File: src/rtl/if_stage.sv
// rtl/if_stage.sv - instruction fetch stage: fetch PC, IF/ID register and fetch/stall/flush counters
module if_stage #(
    parameter int              ADDR_LEN = 32,
    parameter int              DATA_LEN = 32,
    parameter logic [31:0]     RESET_PC = 32'h0000_0000,
    parameter logic [31:0]     NOP_INST = 32'h0000_0000,
    parameter int              CNT_LEN  = 32
) (
    input  logic                clk,
    input  logic                rst,
    input  logic                stall_i,
    input  logic                redirect_i,
    input  logic [ADDR_LEN-1:0] redirect_pc_i,
    output logic [ADDR_LEN-1:0] imem_addr,
    input  logic [DATA_LEN-1:0] imem_rdata,
    output logic [ADDR_LEN-1:0] pc,
    output logic [DATA_LEN-1:0] inst,
    output logic [ADDR_LEN-1:0] if_id_pc,
    output logic [ADDR_LEN-1:0] if_id_pc4,
    output logic [DATA_LEN-1:0] if_id_inst,
    output logic                if_id_valid,
    output logic [CNT_LEN-1:0]  fetch_cnt,
    output logic [CNT_LEN-1:0]  stall_cnt,
    output logic [CNT_LEN-1:0]  flush_cnt
);

    logic do_redirect;
    logic do_stall;
    logic do_advance;

    // Redirect outranks stall: a taken branch squashes whatever the hazard unit was holding.
    assign do_redirect = redirect_i;
    assign do_stall    = stall_i & ~redirect_i;
    assign do_advance  = ~stall_i & ~redirect_i;

    assign imem_addr = pc;
    assign inst      = imem_rdata;
    assign if_id_pc4 = if_id_pc + ADDR_LEN'(4);

    always_ff @(posedge clk or posedge rst) begin
        if (rst) begin
            pc <= RESET_PC[ADDR_LEN-1:0];
        end else if (do_redirect) begin
            pc <= {redirect_pc_i[ADDR_LEN-1:2], 2'b00};
        end else if (do_advance) begin
            pc <= pc + ADDR_LEN'(4);
        end
    end

    // On redirect the IF/ID PC is left as is; only the instruction and valid bit are squashed.
    always_ff @(posedge clk or posedge rst) begin
        if (rst) begin
            if_id_pc    <= '0;
            if_id_inst  <= NOP_INST[DATA_LEN-1:0];
            if_id_valid <= 1'b0;
        end else if (do_redirect) begin
            if_id_inst  <= NOP_INST[DATA_LEN-1:0];
            if_id_valid <= 1'b0;
        end else if (do_advance) begin
            if_id_pc    <= pc;
            if_id_inst  <= imem_rdata;
            if_id_valid <= 1'b1;
        end
    end

    always_ff @(posedge clk or posedge rst) begin
        if (rst) begin
            fetch_cnt <= '0;
            stall_cnt <= '0;
            flush_cnt <= '0;
        end else begin
            if (do_advance)  fetch_cnt <= fetch_cnt + CNT_LEN'(1);
            if (do_stall)    stall_cnt <= stall_cnt + CNT_LEN'(1);
            if (do_redirect) flush_cnt <= flush_cnt + CNT_LEN'(1);
        end
    end

endmodule
File: config.mk
export PLATFORM = sky130hd
export DESIGN_NAME = if_stage
export DESIGN_NICKNAME = d
export VERILOG_FILES = /design/src/rtl/if_stage.sv
export SDC_FILE = /design/constraint.sdc
export NUM_CORES = 1
export LEC_CHECK = 0
export ABC_AREA = 1
export CAP_MARGIN = 10
export CORE_MARGIN = 5
export CORE_UTILIZATION = 47
export CTS_CLUSTER_DIAMETER = 100
export DETAILED_ROUTE_END_ITERATION = 8
export PLACE_DENSITY_LB_ADDON = 0.15
export SYNTH_ARGS = -nofsm -noshare
export SYNTH_HDL_FRONTEND = slang
export SYNTH_SLANG_ARGS = --single-unit
export TNS_END_PERCENT = 30
File: constraint.sdc
create_clock -name clk -period 9.1 [get_ports clk]
set_input_delay 2.73 -clock clk [delete_from_list [all_inputs] [get_ports clk]]
set_output_delay 2.73 -clock clk [all_outputs]
set_load 0.005 [all_outputs]
After elaboration in Yosys (flattened, before gate mapping)
Cells that the tools add are included.
- reductions and logical operators: 2
- add/subtract/negate cells: 5
- bitwise logic cells: 4
- multiplexer cells: 6
- operators by type and width (kind ; number):
    32-bit two-way mux ; 4
    32-bit by 1-bit adder with 32-bit output, second input constant ; 3
    32-bit by 3-bit adder with 32-bit output, second input constant ; 2
    1-bit AND ; 2
    1-bit two-way mux ; 2
    1-bit inverter ; 2
    2-bit AND reduction ; 1
    2-bit nonzero test ; 1
- logic and storage cells: 24
- register bits: 193
- bits of input ports: 68

Longest topological paths before layout
- word-level depth: 4
- mapped depth: 10
- depth with buffers taken out: 10

Worst setup path before layout
Ideal clock, no wire load.
- path type: input port to output port
- start point: in imem_rdata[0]
- end point: out inst[0]
- buffers on the path: 1
- data arrival time: 2.841 ns
- path slack: 3.529 ns
- stages: 1
- cells stage by stage: buf_4
- RTL lines (element ; line ; source):
    start, declared ; 15 ; input logic [DATA_LEN-1:0] imem_rdata,
    end, declared ; 17 ; output logic [DATA_LEN-1:0] inst,
No word-level cell between the ends.

Worst setup path after layout
- start point: in imem_rdata[21]
- end point: out inst[21]
No word-level cell between the ends.

==> results_dict.tcl <==
set metrics [dict create \
    cts.sink_count 189 \
    hpwl_mm 26.1 \
    place_area_um2 14000 \
    cts-resized-gates 0 \
    cts_tree "yes" \
    critPathRequiredTime_ps 6370 \
    ant_nets 0 \
    period_minus_slack_ps 6540 \
    floorplan.die.width_um 161 \
    whs_ps 499 \
    vias 10200 \
    synth_xor_area_frac 0.0669 \
    setup_slack_ps 2560 \
    peakVddDrop_mv 0.128 \
    fin_nets 1730 \
    cp_common_cell "clkdlybuf4s50_1" \
    die_y_um 161 \
    ys_types 35 \
    slowest_stage "clkdlybuf4s50_1" \
    clk_latency_ps 430 \
    ys_seq_elements 189 \
    syn_area_um2 10700 \
    totalPowerFinal_mw 2.45 \
    criticalPathCategory "input port to output port" \
    status "complete, no violations" \
    core_area_um2 22600 \
    rsz0062_at_grt "no" \
    end_kind "output port" \
    drc 0 \
    grt_usage 0.265 \
    fin_cells 1955 \
    layout-drive-gt1-share 0.0455 \
    crit_fanout 2 \
    nFillCells 1967 \
    wl_per_cell_um 17.8 \
    synth-simple-area-share 0.318 \
    worst_slew_pin_slew_ps 876 \
    p_per_area_nw_per_um2 168 \
    fin_crit_sh 0.719 \
    synthCells 1377 \
    synth_warnings 0 \
    io_pins 357 \
    cts_made_buffers 17 \
    drt_iter0_drc 816 \
    clk_pin_slew_ps 70 \
    relSlewSlack 0.416 \
    crit_path_start "imem_rdata[21]" \
    place_ws_ps 2560 \
    port_buffers 346 \
    final_core_util 0.648 \
    path_buf_inv 2 \
    cp_top_family "buffers and inverters" \
    cp_cell_sequence "clkdlybuf4s50_1 -> clkdlybuf4s50_1" \
    synthMuxAreaShare 0 \
    slowest_delay_ps 550 \
    hold_path_startpoint "if_id_inst[4]" \
    via_per_inst 5.21 \
    area_growth_pct 36.3 \
    maxSlewViolCount 0 \
    grt_pass1_wl_mm 55.1 \
    drt-pass1-iter-count 6 \
    synthAdderAreaFrac 0.00583 \
    hold_buffers 0 \
    wl_mm 34.8 \
    grt_antenna_before_repair 2 \
    avgSynthCellArea_um2 7.79 \
    fmax_mhz 153 \
    gp_congestion 0.941 \
    diodes 0 \
    cp_data_arrival_time_ps 3810 \
    root_buffer "clkbuf_16" \
    synth_compound_area_frac 0.0557 \
    reg2reg_from "flush_cnt[0]" \
    p_leak_nw 6.60 \
    setup_tns_ps 0 \
    overflow 0 \
    dp_cells 1923 \
    synth_top_family_by_area "simple AND/OR/NAND/NOR gates" \
    seq_area_frac_synth 0.441 \
    final_cell_mix "387 x nand2_1, 345 x clkdlybuf4s50_1, 189 x dfrtp_1, 158 x nor2_1, 141 x inv_1" \
    design_area_um2 14600 \
    grt_max_degree 127 \
    die_area_um2 26000 \
    skew_ps 11.4 \
    cts_setup_buffers 0 \
    clockBufferDepth 2 \
    max_cap_violations 0 \
    rows 55 \
    start_kind "input port" \
    htreeDepth 4 \
    final_common_cell "nand2_1" \
    finalHoldViolations 0 \
    hold_path_class "flip-flop to flip-flop" \
    grt_pass1_vias 10100 \
    start_util 0.475 \
    setup_violations 0 \
]
final cells by class:
| type | instances | area [µm²] | area share |
|---|---|---|---|
| Sequential cell | 189 | 4730 | 0.323 |
| Multi-Input combinational cell | 954 | 4830 | 0.330 |
| Inverter | 144 | 548 | 0.0375 |
| Clock inverter | 14 | 226 | 0.0155 |
| Tap cell | 285 | 357 | 0.0244 |
| Timing Repair Buffer | 351 | 3500 | 0.239 |
| Clock buffer | 18 | 439 | 0.0300 |
sequential cells by signal (all words and copies together) (netlist names):
register and cells:
if_id_inst 32, imem_addr 30, stall_cnt 32, if_id_valid 1
flush_cnt 32, if_id_pc 30, fetch_cnt 32
synth_stat cells:
cell type | count | area (µm²)
nand2_1 | 387 | 1450
dfrtp_1 | 189 | 4730
nor2_1 | 158 | 593
inv_1 | 142 | 533
nand3_1 | 86 | 430
buf_4 | 73 | 548
xor2_1 | 62 | 543
nand4_1 | 50 | 313
a22o_1 | 34 | 298
o21ai_0 | 29 | 145
nand3b_1 | 25 | 188
nor3_1 | 23 | 115
xnor2_1 | 20 | 175
a21oi_1 | 15 | 75.1
nor2_2 | 15 | 93.8
buf_2 | 13 | 65.1
clkbuf_1 | 9 | 33.8
nand2_2 | 8 | 50.1
nor2_4 | 8 | 90.1
ha_1 | 5 | 62.6
nor4_1 | 3 | 18.8
o2111ai_1 | 3 | 26.3
o211ai_1 | 3 | 22.5
o21bai_1 | 3 | 22.5
and2_1 | 2 | 12.5
inv_2 | 2 | 7.51
nand4_2 | 2 | 25.0
and3_1 | 1 | 6.26
buf_1 | 1 | 3.75
buf_6 | 1 | 11.3
conb_1 | 1 | 3.75
nand3_2 | 1 | 10.0
nor3_2 | 1 | 10.0
nor3b_1 | 1 | 7.51
o311ai_0 | 1 | 8.76
kinds of logic (layout without fill, tap and decap cells):
family / Yosys count / in the layout
XOR/XNOR: 82 / 82
adder cells (fa/ha/maj): 5 / 5
buffers and inverters: 241 / 527
other: 1 / 8
flip-flops: 189 / 189
AO/OA/AOI/OAI: 88 / 88
AND/OR/NAND/NOR: 771 / 771
report_power, final:
part,internal (mW),leakage (nW),switching [mW]
registers,0.921,2.46,0.129
clock network,0.504,0.330,0.350
logic,0.310,3.81,0.237
total,1.73,6.60,0.717
routing by layer:
| layer | part of all wire | vias to the layer above | track usage |
|---|---|---|---|
| li1 | - | 4908 | - |
| met1 | 0.43 | 4846 | 0.360 |
| met2 | 0.48 | 385 | 0.427 |
| met3 | 0.073 | 40 | 0.0669 |
| met4 | 0.020 | 4 | 0.0702 |
| met5 | 0.00092 | - | 0 |
final timing paths:
check	end	slack, ps	cells after the start
worst min register to register	if_id_inst[4]	500	1
max in group asynchronous	fetch_cnt[26]	4780	3
worst min-delay path	if_id_inst[4]	500	1
worst max register to register	flush_cnt[28]	7000	8
min in group asynchronous	if_id_inst[19]	2900	2
worst max-delay path	inst[21]	2560	2
(Power assumes the default switching activity.)
